**config.mk**
```make
export PLATFORM = sky130hd
export DESIGN_NAME = shift_arbiter
export DESIGN_NICKNAME = d
export VERILOG_FILES = /design/src/rtl/shift_pkg.sv /design/src/rtl/shift_core.sv /design/src/rtl/shift_sra.sv /design/src/rtl/shift_arbiter.sv
export SDC_FILE = /design/constraint.sdc
export NUM_CORES = 1
export LEC_CHECK = 0
export ABC_AREA = 1
export ABC_CLOCK_PERIOD_IN_PS = 3600
export CAP_MARGIN = 0
export CORE_UTILIZATION = 40
export DETAILED_ROUTE_END_ITERATION = 12
export GPL_TIMING_DRIVEN = 0
export PLACE_DENSITY = 0.76
export SYNTH_ARGS = -nofsm -noshare
export SYNTH_HDL_FRONTEND = slang
export SYNTH_SLANG_ARGS = --single-unit
```
**constraint.sdc**
```tcl
create_clock -name clk -period 3.6 [get_ports clk]
set_clock_uncertainty 0.1 [all_clocks]
set_input_delay 0.36 -clock clk [delete_from_list [all_inputs] [get_ports clk]]
set_output_delay 0.36 -clock clk [all_outputs]
set_load 0.005 [all_outputs]
```
**src/rtl/shift_pkg.sv**
```systemverilog
// Shared types for the two-requester shift arbiter and its shifter core.
package shift_pkg;
  typedef enum logic [1:0] {
    SHIFT_SLL = 2'b00,
    SHIFT_SRL = 2'b01,
    SHIFT_SRA = 2'b10,
    SHIFT_ILL = 2'b11
  } shift_op_t;

  typedef enum logic {
    IDLE = 1'b0,
    RESP = 1'b1
  } arb_state_t;
endpackage

```
**src/rtl/shift_core.sv**
```systemverilog
// Combinational SLL/SRL/SRA shifter; the illegal op encoding yields zero.
module shift_core
  import shift_pkg::*;
#(
  parameter int N = 32
) (
  input  logic [N-1:0]         in,
  input  logic [$clog2(N)-1:0] shamt,
  input  shift_op_t            op,
  output logic [N-1:0]         out
);
  localparam int SW = $clog2(N);

  logic [N-1:0] w_sll [SW+1];
  logic [N-1:0] w_srl [SW+1];
  logic [N-1:0] w_sra;

  assign w_sll[0] = in;
  assign w_srl[0] = in;

  // Logical shifters share the staged-mux layout of the arithmetic one.
  for (genvar s = 0; s < SW; s++) begin : g_stage
    assign w_sll[s+1] = shamt[s] ? {w_sll[s][N-1-2**s:0], {(2**s){1'b0}}} : w_sll[s];
    assign w_srl[s+1] = shamt[s] ? {{(2**s){1'b0}}, w_srl[s][N-1:2**s]} : w_srl[s];
  end

  shift_sra #(.N(N)) u_sra (
    .i_in    (in),
    .i_shamt (shamt),
    .o_out   (w_sra)
  );

  always_comb begin
    out = '0;
    unique case (op)
      SHIFT_SLL: out = w_sll[SW];
      SHIFT_SRL: out = w_srl[SW];
      SHIFT_SRA: out = w_sra;
      default:   out = '0;
    endcase
  end
endmodule

```
**src/rtl/shift_sra.sv**
```systemverilog
// Arithmetic right barrel shifter: log2(N) mux stages, sign bit fills from the MSB side.
module shift_sra #(
  parameter int N = 32
) (
  input  logic [N-1:0]         i_in,
  input  logic [$clog2(N)-1:0] i_shamt,
  output logic [N-1:0]         o_out
);
  localparam int SW = $clog2(N);

  logic [N-1:0] w_stage [SW+1];

  assign w_stage[0] = i_in;

  for (genvar s = 0; s < SW; s++) begin : g_stage
    assign w_stage[s+1] = i_shamt[s]
                        ? {{(2**s){w_stage[s][N-1]}}, w_stage[s][N-1:2**s]}
                        : w_stage[s];
  end

  assign o_out = w_stage[SW];
endmodule

```
**src/rtl/shift_arbiter.sv**
```systemverilog
// Round-robin arbiter sharing one shifter between two valid/ready requesters,
// with a single registered, ID-tagged response channel.
//   state | meaning
//   IDLE  | no response held
//   RESP  | rsp_valid high, response registers stable until consumed
module shift_arbiter
  import shift_pkg::*;
#(
  parameter int N = 32
) (
  input  logic                 clk,
  input  logic                 rst,
  input  logic                 req0_valid,
  output logic                 req0_ready,
  input  logic [1:0]           req0_op,
  input  logic [N-1:0]         req0_in,
  input  logic [$clog2(N)-1:0] req0_shamt,
  input  logic                 req1_valid,
  output logic                 req1_ready,
  input  logic [1:0]           req1_op,
  input  logic [N-1:0]         req1_in,
  input  logic [$clog2(N)-1:0] req1_shamt,
  output logic                 rsp_valid,
  input  logic                 rsp_ready,
  output logic                 rsp_id,
  output logic [N-1:0]         rsp_data,
  output logic                 rsp_err
);
  localparam int SW = $clog2(N);

  arb_state_t   r_state;
  logic         r_last_grant;
  logic         r_rsp_id;
  logic         r_rsp_err;
  logic [N-1:0] r_rsp_data;

  logic          w_can_accept;
  logic          w_grant;
  logic          w_accept;
  logic [1:0]    w_sel_op;
  logic [N-1:0]  w_sel_in;
  logic [SW-1:0] w_sel_shamt;
  logic [N-1:0]  w_shift_out;

  // Nothing is offered ready while reset holds the registers.
  assign w_can_accept = ~rst & ((r_state == IDLE) | rsp_ready);

  always_comb begin
    w_grant = req1_valid;
    if (req0_valid && req1_valid) w_grant = ~r_last_grant;
  end

  assign req0_ready = w_can_accept & ~w_grant;
  assign req1_ready = w_can_accept &  w_grant;
  assign w_accept   = (req0_valid & req0_ready) | (req1_valid & req1_ready);

  assign w_sel_op    = w_grant ? req1_op    : req0_op;
  assign w_sel_in    = w_grant ? req1_in    : req0_in;
  assign w_sel_shamt = w_grant ? req1_shamt : req0_shamt;

  shift_core #(.N(N)) u_core (
    .in    (w_sel_in),
    .shamt (w_sel_shamt),
    .op    (shift_op_t'(w_sel_op)),
    .out   (w_shift_out)
  );

  always_ff @(posedge clk or posedge rst) begin
    if (rst) begin
      r_state      <= IDLE;
      r_last_grant <= 1'b1;
      r_rsp_id     <= 1'b0;
      r_rsp_err    <= 1'b0;
      r_rsp_data   <= '0;
    end else begin
      case (r_state)
        IDLE: begin
          if (w_accept) begin
            r_state      <= RESP;
            r_last_grant <= w_grant;
            r_rsp_id     <= w_grant;
            r_rsp_err    <= (w_sel_op == SHIFT_ILL);
            r_rsp_data   <= w_shift_out;
          end
        end
        RESP: begin
          if (w_accept) begin
            r_last_grant <= w_grant;
            r_rsp_id     <= w_grant;
            r_rsp_err    <= (w_sel_op == SHIFT_ILL);
            r_rsp_data   <= w_shift_out;
          end else if (rsp_ready) begin
            r_state <= IDLE;
          end
        end
        default: r_state <= IDLE;
      endcase
    end
  end

  assign rsp_valid = (r_state == RESP);
  assign rsp_id    = r_rsp_id;
  assign rsp_err   = r_rsp_err;
  assign rsp_data  = r_rsp_data;
endmodule
```
## After elaboration in Yosys (flattened, before gate mapping)

Index checks and enable logic that the tools add are counted.

- Register bits: 36
- Input bits: 83
- Output and inout bits: 37
- Word-level logic and storage cells: 48

- Equal/unequal tests: 3
- Multiplexer cells: 27
- Bitwise logic cells: 11
- Reductions and logical operators: 2

Operator list:

| operator | number |
|---|---|
| $mux 32 | 12 |
| $mux 31 | 5 |
| $pmux 32 s3 | 1 |
| $mux 1 | 6 |
| $and 1x1->1 | 5 |
| $mux 5 | 1 |
| $eq 2x2->1 const B | 2 |
| $not 1->1 | 4 |
| $eq 2x1->1 const B | 1 |
| $logic_not 2->1 | 1 |
| $mux 2 | 1 |
| $or 1x1->1 | 2 |
| $pmux 1 s2 | 1 |
| $logic_and 1x1->1 | 1 |

## Depth between registers and ports, before layout

- Word-level depth: 10
- Depth in mapped cells: 17
- Depth with buffers taken out: 15

## Hierarchy

From an unflattened synthesis, not the netlist that was laid out.

- Cells, all modules: 1380
- Area total of the unflattened synthesis: 7348.3 sq um

By module, submodules not included:

| module | instances | cells an instance | area each (sq um) | sequential area each (sq um) |
|---|---|---|---|---|
| shift_core | 1 | 710 | 3454.6 | 0.0 |
| shift_sra | 1 | 386 | 1975.6 | 0.0 |
| shift_arbiter | 1 | 284 | 1918.1 | 902.1 |

## Worst setup path after synthesis

OpenSTA, ideal clock, no wires.

- Kind: input to register
- Start point: input port rst
- End point: register r_rsp_data[12] (netlist: rsp_data[12])
- Setup time: 0.065 ns
- Arrival time: 2.338 ns
- Required time: 3.435 ns
- Slack: 1.097 ns
- Cell stages on the path: 9
- Buffers on the path: 0
- Cell sequence: inv_1 > o21ai_0 > nor2_1 > a21oi_4 > nor2_2 > inv_2 > a31oi_1 > nand2_1 > nand2_1

- Cells in the longest elaborated chain, start to end: 5
- Elaborated cells between the ends (all ways): 7
- Those cells by class: 7 x bitwise

RTL lines:

| item | line | RTL |
|---|---|---|
| start: declaration | shift_arbiter.sv:12 | `input logic rst,` |
| $not 1->1 | shift_arbiter.sv:46 | `assign w_can_accept = ~rst & ((r_state == IDLE) \| rsp_ready);` |
| $and 1x1->1 | shift_arbiter.sv:46 |  |
| $and 1x1->1 | shift_arbiter.sv:54 | `assign req1_ready = w_can_accept & w_grant;` |
| named net req1_ready | shift_arbiter.sv:19 | `output logic req1_ready,` |
| $and 1x1->1 | shift_arbiter.sv:55 | `assign w_accept = (req0_valid & req0_ready) \| (req1_valid & req1_ready);` |
| $or 1x1->1 | shift_arbiter.sv:55 |  |
| end signal: assignment | shift_arbiter.sv:83 | `r_rsp_data <= w_shift_out;` |
| end signal: assignment | shift_arbiter.sv:91 | `r_rsp_data <= w_shift_out;` |
| end: declaration | shift_arbiter.sv:35 | `logic [N-1:0] r_rsp_data;` |

The timed path passes the listed nets, and every way through them passes these cells.
A chain may end at the register's enable or synchronous reset.

## Worst setup path after layout

- Start point: input port rst
- End point: output port req1_ready

- Cells in the longest elaborated chain, start to end: 3

RTL lines:

| item | line |
|---|---|
| $not 1->1 | shift_arbiter.sv:46 |
| $and 1x1->1 | shift_arbiter.sv:46 |
| $and 1x1->1 | shift_arbiter.sv:54 |
| end: declaration | shift_arbiter.sv:19 |

Every way passes these cells.

==> reports/qor.yml <==
worst-path-max-fanout: 37
start_util_pct: 41.69
drv_cap: 0
cts_tree: "yes"
row_count: 44
finalCriticalPeriod_ns: 3.058
ys.flop_type: "dfrtp_1"
grt_pass1_vias: 8018
grt_pass1_wl_mm: 45.91
area_delta_synth_final_pct: 25.65
synth_cell_types: 39
drive_gt1_share_pct: 10.18
critPathLaunchType: "input pin"
yosysMostFrequentCell: "nand2_1"
fillers: 1612
hold_ws_ns: 0.3678
cts-buffers-inserted: 5
synth-compound-area-share_pct: 4.821
synth-simple-area-share_pct: 68.19
cp_cell_sequence: "clkdlybuf4s50_1 > clkinvlp_4 > o21ai_0 > nor2_1 > clkdlybuf4s50_1"
p_total_mw: 3.486
timing.fmax_mhz: 327.0
gr-total-overflow: 0
wl_mm: 29.99
routedWlPerCell_um: 20.53
syn_nets: 1234
setup_viol: 0
ys_top_cells_by_count: "nand2_1, nand3_1, inv_1, buf_2, dfrtp_1"
remaining_drc_errors: 0
yosys_warnings: 0
ys_top_cells_by_area: "nand3_1, nand2_1, dfrtp_1"
numPortBuffers: 119
antenna_cells: 0
hold_viol: 0
tns_ns: 0
synth_fa_ha_area_share_pct: 0
yosys.area_share.xor_xnor_pct: 0
avgSynthCellArea_um2: 5.344
synth-edff-count: 0
end_kind: "output port"
synth.ff_latch_count: 36
rsz0062_at_grt: "false"
vias: 8562
critPathMostFrequentCell: "clkdlybuf4s50_1"
cts_root_buf: "clkbuf_16"
period_share_pct: 84.95
slowest_stage: "clkinvlp_4"
clkTransAtPathRegs_ns: 0.06
required_ns: 3.14
final_max_slew_viol_count: 0
post_cts_buffers: 0
path_buf_inv: 3
grt_usage_pct: 38.06
gp_congestion: 1.030
crit_type: "input pin to output port"
cts.sinks: 36
muxShareOfSynthArea_pct: 0
grt_max_degree: 38
antenna_found_initial: 0
dpl_worst_slack_ns: -0.1256
synth_top_family_by_area: "simple AND/OR/NAND/NOR gates"
hold_class: "register to register"
critical_path.top_delay_family: "buffers and inverters"
ir_worst_vdd_uv: 290.0
worstSkewPairLatency_ns: 0.29
die-area_mm2: 0.01588
max_stage_delay_ns: 0.65
h-tree-depth: 2
die_h_um: 126.0
ys_seq_area_share_pct: 14.67
clk_path_buf_depth: 2
status: "finished clean"
vias_per_cell: 5.860
timing.slew.headroom_pct: 47.05
fin_nets: 1360
leakagePower_nw: 4.075
ys_async_sr_fraction_pct: 100.0
antenna_left: 0
syn_inst: 1151
drt_pass1_iterations: 6
fin_ws_ns: 0.5418
synth_top_area_cell: "nand3_1"
die_x_um: 126.0
netlist_area_mm2: 0.006151
dp_hpwl_mm: 24.41
io_pins: 120
worstMarginPinSlew_ns: 0.7925
synth_top_area_share_pct: 29.21
arrival_ns: 2.60
core-area_mm2: 0.01475
drt_iter0_drc: 1120
cellPowerDensity_mw_per_mm2: 451.0
-- flip-flops by register name, indices dropped and copies added (netlist names) --
| signal | count |
|---|---|
| rsp_err | 1 |
| rsp_data | 32 |
| r_last_grant | 1 |
| rsp_id | 1 |
| rsp_valid | 1 |
-- cell families (layout without fill, tap and decap cells) --
kind of cell / Yosys count / count (layout)
and+or+nand+nor: 915 / 915
buffers and inverters: 154 / 280
AOI/OAI and AO/OA: 46 / 46
DFF: 36 / 36
-- report_power, final --
group	internal [mW]	switching, mW
Clock	0.291	0.174
Sequential	0.542	0.0758
Combinational	0.872	1.53
Total	1.71	1.78
-- final timing paths --
kind / startpoint / to / slack (ns) / cells after the start
setup / recovery: rst / req1_ready / 0.54 / 5
hold reg to reg: r_last_grant$_DFFE_PP1P_ / r_last_grant$_DFFE_PP1P_ / 0.37 / 2
setup reg to reg: r_last_grant$_DFFE_PP1P_ / rsp_data[5]$_DFFE_PP0P_ / 0.73 / 15
max in group asynchronous: rst / rsp_data[29]$_DFFE_PP0P_ / 2.49 / 2
min in group asynchronous: rst / rsp_data[11]$_DFFE_PP0P_ / 0.47 / 2
hold / removal: r_last_grant$_DFFE_PP1P_ / r_last_grant$_DFFE_PP1P_ / 0.37 / 2
-- stage by stage --
stage | utilization (%) | cells | area (um^2)
floorplan | - | 1151 | 6151
global placement | 51.32 | 1454 | 7572
detailed placement | 51.32 | 1454 | 7572
CTS | 52.38 | 1461 | 7729
global route | 52.38 | 1461 | 7729
finish | 52.38 | 1461 | 7729
-- cell usage in the layout (no fill, tap or decap), types with 11 or more instances in the layout --
cell type,Yosys,layout
dfrtp_1,35,35
o21ai_0,12,12
nand2_1,466,466
inv_1,67,66
nand3b_1,20,20
buf_2,39,39
nand2_2,18,18
nand3_1,359,359
clkdlybuf4s50_1,0,119
inv_2,12,12
o21ai_1,11,11
clkbuf_1,14,14
nor2_1,18,18
nand3_2,11,11
-- what timing repair did --
item                                    4_1_cts  5_1_grt
endpoints found under the setup margin        1        0
resized for setup                             1        0
hold buffers                                  0        0
endpoints found under the hold margin         0        0
-- layer usage --
layer  track usage [%]  vias up  share of wire [%]
met5                 0        -                  0
met1             52.02     3860                 43
li1                  -     4038                  -
met2             57.30      560                 42
met4             16.44        0                4.6
met3             8.454      104                 11
-- worst min-delay path, cell delays in order (launching register included) --
cell	delay, ns
dfstp_2	0.37
nand2_1	0.05
nand2_1	0.04
-- area by class of cell --
cell class	count	area [um^2]	share of cell area (%)
Buffer	74	455.4	5.893
Clock buffer	7	152.6	1.975
Inverter	80	306.5	3.966
Multi-Input combinational cell	961	4491	58.10
Sequential cell	36	902.1	11.67
Tap cell	184	230.2	2.979
Timing Repair Buffer	119	1191	15.41
Power figures use the tool's default switching activity.
